[config.mk]
export PLATFORM = sky130hd
export DESIGN_NAME = lcd_queue_feeder
export DESIGN_NICKNAME = d
export VERILOG_FILES = /design/src/rtl/lcd_queue_feeder.sv
export SDC_FILE = /design/constraint.sdc
export NUM_CORES = 1
export LEC_CHECK = 0
export CELL_PAD_IN_SITES_DETAIL_PLACEMENT = 1
export CELL_PAD_IN_SITES_GLOBAL_PLACEMENT = 2
export CORE_ASPECT_RATIO = 1.4
export CORE_MARGIN = 2
export CORE_UTILIZATION = 38
export CTS_CLUSTER_DIAMETER = 100
export DETAILED_ROUTE_END_ITERATION = 8
export DONT_BUFFER_PORTS = 1
export GPL_ROUTABILITY_DRIVEN = 0
export GPL_TIMING_DRIVEN = 0
export PLACE_DENSITY = 0.9
export RECOVER_POWER = 100
export SYNTH_ARGS = -nofsm -noshare
export SYNTH_HDL_FRONTEND = slang
export SYNTH_SLANG_ARGS = --single-unit
[constraint.sdc]
create_clock -name clk -period 4.4 [get_ports clk]
set_clock_uncertainty 0.05 [all_clocks]
set_input_delay 1.1 -clock clk [delete_from_list [all_inputs] [get_ports clk]]
set_output_delay 1.1 -clock clk [all_outputs]
set_load 0.1 [all_outputs]
[src/rtl/lcd_queue_feeder.sv]
// ---------------------------------------------------------------------------
// lcd_queue_feeder
//
// Purpose:
//   Converts a tagged pixel stream from the frame-buffer reader into the
//   17-bit token stream consumed by the LCD controller through the display
//   FIFO. Every frame is normalised to exactly
//   LCD_SCREEN_WIDTH x LCD_SCREEN_HEIGHT pixels:
//     - long rows and surplus rows are cropped;
//     - short rows and missing rows are padded with PAD_COLOR.
//   Token encoding:
//     17'h10000 frame start, 17'h10001 row start, 17'h1FFFF frame end,
//     {1'b0, RGB565} pixel.
//
// Ports:
//   clk            in   1   single clock, shared with the FIFO write side
//   reset          in   1   synchronous, active-high reset
//   in_valid       in   1   input beat valid
//   in_ready       out  1   beat accepted when in_valid & in_ready
//   in_data        in  16   RGB565 pixel (ignored for marker beats)
//   in_tag         in   2   00 pixel, 01 SOF, 10 SOL, 11 EOF
//   queue_data_out out 17   token to FIFO
//   queue_wr_en    out  1   FIFO write strobe
//   queue_full     in   1   FIFO full flag
//   frame_count    out 16   completed frames (statistics build only)
//   drop_count     out 16   discarded pixel beats (statistics build only)
//
// Build option:
//   LCD_QUEUE_FEEDER_STATS_EN - when defined, frame_count / drop_count are
//   live saturating counters; when undefined both ports are tied to zero.
//   Token behaviour is identical in both builds.
// ---------------------------------------------------------------------------
module lcd_queue_feeder #(
  parameter int          LCD_SCREEN_WIDTH  = 480,
  parameter int          LCD_SCREEN_HEIGHT = 272,
  parameter logic [15:0] PAD_COLOR         = 16'h0000
) (
  input  logic        clk,
  input  logic        reset,
  input  logic        in_valid,
  output logic        in_ready,
  input  logic [15:0] in_data,
  input  logic [1:0]  in_tag,
  output logic [16:0] queue_data_out,
  output logic        queue_wr_en,
  input  logic        queue_full,
  output logic [15:0] frame_count,
  output logic [15:0] drop_count
);

  localparam logic [10:0] WIDTH    = 11'(LCD_SCREEN_WIDTH);
  localparam logic [10:0] HEIGHT   = 11'(LCD_SCREEN_HEIGHT);
  localparam logic [10:0] WIDTH_M1 = WIDTH - 11'd1;

  localparam logic [1:0] TAG_PIX = 2'b00;
  localparam logic [1:0] TAG_SOF = 2'b01;
  localparam logic [1:0] TAG_SOL = 2'b10;
  localparam logic [1:0] TAG_EOF = 2'b11;

  localparam logic [16:0] TOK_SOF = 17'h10000;
  localparam logic [16:0] TOK_SOL = 17'h10001;
  localparam logic [16:0] TOK_EOF = 17'h1FFFF;
  localparam logic [16:0] TOK_PAD = {1'b0, PAD_COLOR};

  typedef enum logic [2:0] {
    S_IDLE      = 3'd0,
    S_FRAME     = 3'd1,
    S_LINE      = 3'd2,
    S_PAD_PIX   = 3'd3,
    S_SKIP_LINE = 3'd4,
    S_PAD_ROWS  = 3'd5,
    S_END       = 3'd6
  } state_e;

  state_e      state_q, state_d;

  // one-entry output token slot
  logic [16:0] tok_q;
  logic        tok_vld_q;

  // col: pixels emitted in current row; row: rows started in current frame
  logic [10:0] col_q, col_d;
  logic [10:0] row_q, row_d;
  // set while PAD_ROWS is emitting the pad pixels of a synthesised row
  logic        row_open_q, row_open_d;

  logic        slot_free;
  logic        load;
  logic [16:0] load_tok;
  logic        in_ready_c;
  logic        fire;
  logic        is_pix, is_sol, is_eof, is_sof;
  logic        col_lt_w, row_lt_h, col_last;

  assign is_pix   = (in_tag == TAG_PIX);
  assign is_sol   = (in_tag == TAG_SOL);
  assign is_eof   = (in_tag == TAG_EOF);
  assign is_sof   = (in_tag == TAG_SOF);
  assign col_lt_w = (col_q < WIDTH);
  assign row_lt_h = (row_q < HEIGHT);
  assign col_last = (col_q == WIDTH_M1);

  // The slot can take a new token when empty or when it drains this cycle.
  assign slot_free = ~tok_vld_q | ~queue_full;

  assign queue_wr_en    = tok_vld_q & ~queue_full & ~reset;
  assign queue_data_out = tok_q;
  assign in_ready       = in_ready_c & ~reset;
  assign fire           = in_valid & in_ready_c;

  // -------------------------------------------------------------------------
  // State register
  // -------------------------------------------------------------------------
  always_ff @(posedge clk) begin
    if (reset) begin
      state_q <= S_IDLE;
    end else begin
      state_q <= state_d;
    end
  end

  // -------------------------------------------------------------------------
  // Next-state logic
  // -------------------------------------------------------------------------
  always_comb begin
    state_d = state_q;
    unique case (state_q)
      S_IDLE: begin
        if (fire && is_sof) state_d = S_FRAME;
      end
      S_FRAME: begin
        if (in_valid) begin
          if (is_sol && fire) begin
            state_d = row_lt_h ? S_LINE : S_SKIP_LINE;
          end else if (is_eof || is_sof) begin
            state_d = S_PAD_ROWS;
          end
        end
      end
      S_LINE: begin
        // A marker ends the row. A short row emits its first pad right
        // here, so the pad sequence starts without a dead cycle.
        if (in_valid && !is_pix) begin
          if (!col_lt_w) begin
            state_d = S_FRAME;
          end else if (slot_free) begin
            state_d = col_last ? S_FRAME : S_PAD_PIX;
          end
        end
      end
      S_PAD_PIX: begin
        if (slot_free && col_last) state_d = S_FRAME;
      end
      S_SKIP_LINE: begin
        if (in_valid && (is_eof || is_sof)) state_d = S_PAD_ROWS;
      end
      S_PAD_ROWS: begin
        if (!row_open_q && !row_lt_h) state_d = S_END;
      end
      S_END: begin
        // Pending EOF is consumed here; a pending SOF is left for IDLE.
        if (slot_free) state_d = S_IDLE;
      end
      default: state_d = S_IDLE;
    endcase
  end

  // -------------------------------------------------------------------------
  // Output / datapath decode
  // -------------------------------------------------------------------------
  always_comb begin
    in_ready_c = 1'b0;
    load       = 1'b0;
    load_tok   = '0;
    col_d      = col_q;
    row_d      = row_q;
    row_open_d = row_open_q;
    unique case (state_q)
      S_IDLE: begin
        // Everything but SOF is thrown away without touching the slot.
        in_ready_c = is_sof ? slot_free : 1'b1;
        if (fire && is_sof) begin
          load       = 1'b1;
          load_tok   = TOK_SOF;
          row_d      = '0;
          col_d      = '0;
          row_open_d = 1'b0;
        end
      end
      S_FRAME: begin
        if (is_sol) begin
          in_ready_c = row_lt_h ? slot_free : 1'b1;
          if (fire && row_lt_h) begin
            load     = 1'b1;
            load_tok = TOK_SOL;
            col_d    = '0;
            row_d    = row_q + 11'd1;
          end
        end else if (is_pix) begin
          in_ready_c = 1'b1;
        end
      end
      S_LINE: begin
        if (is_pix) begin
          in_ready_c = col_lt_w ? slot_free : 1'b1;
          if (fire && col_lt_w) begin
            load     = 1'b1;
            load_tok = {1'b0, in_data};
            col_d    = col_q + 11'd1;
          end
        end else if (in_valid && col_lt_w && slot_free) begin
          load     = 1'b1;
          load_tok = TOK_PAD;
          col_d    = col_q + 11'd1;
        end
      end
      S_PAD_PIX: begin
        if (slot_free) begin
          load     = 1'b1;
          load_tok = TOK_PAD;
          col_d    = col_q + 11'd1;
        end
      end
      S_SKIP_LINE: begin
        in_ready_c = is_pix | is_sol;
      end
      S_PAD_ROWS: begin
        if (slot_free) begin
          if (row_open_q) begin
            load     = 1'b1;
            load_tok = TOK_PAD;
            col_d    = col_q + 11'd1;
            if (col_last) row_open_d = 1'b0;
          end else if (row_lt_h) begin
            load       = 1'b1;
            load_tok   = TOK_SOL;
            row_d      = row_q + 11'd1;
            col_d      = '0;
            row_open_d = 1'b1;
          end
        end
      end
      S_END: begin
        in_ready_c = is_eof & slot_free;
        if (slot_free) begin
          load     = 1'b1;
          load_tok = TOK_EOF;
        end
      end
      default: ;
    endcase
  end

  // -------------------------------------------------------------------------
  // Counters and token slot
  // -------------------------------------------------------------------------
  always_ff @(posedge clk) begin
    if (reset) begin
      col_q      <= '0;
      row_q      <= '0;
      row_open_q <= 1'b0;
      tok_q      <= '0;
      tok_vld_q  <= 1'b0;
    end else begin
      col_q      <= col_d;
      row_q      <= row_d;
      row_open_q <= row_open_d;
      // A load while the old token drains refills the slot with no bubble.
      if (load) begin
        tok_q     <= load_tok;
        tok_vld_q <= 1'b1;
      end else if (queue_wr_en) begin
        tok_vld_q <= 1'b0;
      end
    end
  end

  // -------------------------------------------------------------------------
  // Optional statistics
  // -------------------------------------------------------------------------
`ifdef LCD_QUEUE_FEEDER_STATS_EN
  logic [15:0] frame_cnt_q;
  logic [15:0] drop_cnt_q;
  logic        frame_inc;
  logic        drop_inc;

  // Every 1FFFF load completes a frame; an accepted pixel that does not
  // load a token was discarded.
  assign frame_inc = (state_q == S_END) & slot_free;
  assign drop_inc  = fire & is_pix & ~load;

  always_ff @(posedge clk) begin
    if (reset) begin
      frame_cnt_q <= '0;
      drop_cnt_q  <= '0;
    end else begin
      if (frame_inc && (frame_cnt_q != 16'hFFFF)) frame_cnt_q <= frame_cnt_q + 16'd1;
      if (drop_inc && (drop_cnt_q != 16'hFFFF))   drop_cnt_q  <= drop_cnt_q + 16'd1;
    end
  end

  assign frame_count = frame_cnt_q;
  assign drop_count  = drop_cnt_q;
`else
  assign frame_count = '0;
  assign drop_count  = '0;
`endif

endmodule

==> impl_metrics.yaml <==
outcome:
  status: "finished clean"
setup_path:
  worst_setup_path_start_kind: "input port"
  reg2reg_slack_ps: 1210
  r2r_start: "col_q[0]"
  r2r_cells: 7
  cp-end-kind: "output pin"
  r2r_end: "state_q[1]"
  worstSetupPathType: "input port to output pin"
  worstPathMaxFanout: 10
  worst-endpoint-required_ps: 3250
  arrival_ps: 2930
yosys:
  synth_top_area_share_pct: 33.05
  synth_cells: 341
  ys_seq_area_share_pct: 33.05
  synth_seq_cells: 44
  syn_area_per_cell_um2: 7.815
  yosysTopAreaCell: "dfxtp_1"
  yosys.cell_types.count: 50
  yosys_warnings: 0
  yosys-top-cells-area: "dfxtp_1, buf_4, a21oi_1"
  netlist_area_um2: 2665
  synth_flop_cell: "dfxtp_1"
  synth_edf_count: 0
  ys_async_sr_fraction_pct: 0
routing:
  vias_per_cell: 5.345
  drt-wirelength-per-cell_um: 15.44
  first_iter_violations: 203
  drc_errors: 0
  first_pass_iters: 4
  routed_wl_um: 7332
  vias: 2539
  antenna_left: 0
layout:
  multi_input_area_um2: 1564
  syn_to_final_growth_pct: 13.00
  final_util_pct: 43.70
  drive_gt1_share_pct: 14.21
  final_cell_area_um2: 3012
  ff_latch_area_um2: 880.8
  n_antenna_cell: 0
  fillers: 890
  nets: 403
floorplanning:
  rows: 36
  dieArea_um2: 7709
  ioPinCount: 73
  start_util_pct: 38.67
  fp.dieH_um: 103.1
  fp.coreArea_um2: 6892
  die_w_um: 74.78
placement:
  pre_cts_ws_ps: 319.0
  dp_hpwl_um: 5573
  io_buffer_count: 0
  post_dp_cell_area_um2: 2915
power:
  p_sw_w: 0.0007423
  p_clk_share_pct: 20.5
  comb_power_share_pct: 40.8
  peakVddDrop_uv: 201.9
  swShare_pct: 48.92
  power.density_nw_per_um2: 503.8
  intPower_w: 0.0007750
  power_leakage_nw: 1.132
  p_seq_share_pct: 38.6
timing:
  drv_slew: 0
  rsz0062_at_grt: "no"
  fin_crit_sh_pct: 92.65
  period_needed_ps: 4077
  fmax_mhz: 245.3
  worst_slew_pin_slew_ps: 1188
  setup_ws_ps: 323.3
  setup_total_negative_slack_ps: 0
  setup_viol: 0
  final-hold-violation-count: 0
  slew-limit-headroom_pct: 20.85
  whs_ps: 419.2
cts:
  hold_buffers: 0
  cts_resized: 0
  cts.root.buffer_cell: "clkbuf_8"
  clock-sinks: 44
  h-tree-depth: 2
  clk_pin_slew_worst_paths_ps: 80
  cts_inserted_buffers: 5
  insertion_delay_ps: 300
  cts_buffer_depth: 2
  cts_setup_buffers: 0
  cts_tree: "yes"
min_path:
  hold_start: "row_q[9]"
  hp-class: "flop to flop"
  min_to: "row_q[9]"
  min_delay_path_depth: 1
global_route:
  grt_pass1_vias: 2556
  grt_max_degree: 14
  grt_antenna_before_repair: 0
  grt-ovfl-total: 0
  grt_usage_pct: 19.42
  grt_pass1_wl_um: 11880
flow_run:
  maxCapViolations: 0
## routing by layer
| layer | share of wire (%) | global-route usage (%) | vias up |
|---|---|---|---|
| met4 | 1.7 | 6.868 | 0 |
| met5 | 0 | 0 | - |
| li1 | - | - | 1251 |
| met1 | 42 | 23.39 | 1207 |
| met3 | 6.1 | 5.279 | 11 |
| met2 | 50 | 32.88 | 70 |
## area by class of cell
| cell class | instances | area share (%) |
|---|---|---|
| multi-input cells | 272 | 51.93 |
| inverters | 2 | 0.2493 |
| clock buffers | 6 | 2.410 |
| flip-flops and latches | 44 | 29.25 |
| clock inverters | 2 | 1.163 |
| well taps | 95 | 3.947 |
| plain buffers | 54 | 11.05 |
## worst max path at each step
stage / from / endpoint / cells past startpoint
final: queue_full / in_ready / 5
after global routing: queue_full / in_ready / 5
after CTS: reset / in_ready / 4
after detailed placement: reset / in_ready / 4
after global placement: reset / queue_wr_en / 4
after floorplan: reset / queue_wr_en / 4
## worst max-delay path, cell delays in order
cell and delay [ps]:
and2_0 240, clkbuf_1 290, a31oi_1 310, nor2_1 100
a21oi_2 890
## cells by family (layout without fill, tap and decap cells)
family                     Yosys count  count (layout)  share of synthesized area [%]
AOI/OAI and AO/OA                   98              98                          22.77
xor gates and xnor gates             2               2                         0.6574
adders and majority gates            2               2                         0.9388
buffers and inverters               56              64                          13.05
DFF                                 44              44                          33.05
muxes                                2               2                         0.7512
other                                1              32                         0.1407
and+or+nand+nor                    136             136                          28.64
## cell usage after synthesis (all sizes together) (8+ instances only)
cell type / number
nand2: 19
dfxtp: 44
or3: 12
a21oi: 40
nor2: 22
buf: 36
nand3: 13
o21ai: 17
nor3: 9
nand2b: 18
clkbuf: 18
o22ai: 18
nand4: 8
## state kept, by name, summed over array words and instances, names as in the netlist
name and flops:
col_q 11, queue_data_out 17, row_open_q 1, row_q 11, state_q 3, tok_vld_q 1
## cell usage in the layout, fill, tap and decap left out, types with 4 or more instances in the layout
cell and count:
nor3_1 9, a31oi_1 4, clkbuf_1 20, conb_1 32, a21oi_1 38, nand2_1 19
o22ai_1 18, and2_1 4, nand4_1 8, nand3_1 13, or4_1 4, or3_1 12
clkbuf_8 5, or4b_1 4, buf_4 32, dfxtp_1 44, nand2b_1 18, nor2b_1 5
nor2_1 22, o21ai_0 14
## power by group through the flow
stage,clock network (W),logic (W),registers (W)
finish,0.000311,0.000620,0.000586
global route,0.000336,0.000675,0.000593
CTS,0.000320,0.000640,0.000587
detailed placement,0,0.000636,0.000595
global placement,0,0.000628,0.000594
floorplan,0,0.000524,0.000585
## metrics by stage
| stage | power [W] | cells |
|---|---|---|
| after floorplan | 0.001108 | 372 |
| after global placement | 0.001221 | 467 |
| after detailed placement | 0.001231 | 467 |
| after CTS | 0.001547 | 475 |
| after global routing | 0.001604 | 475 |
| final | 0.001517 | 475 |
Power figures use the tool's default switching activity.
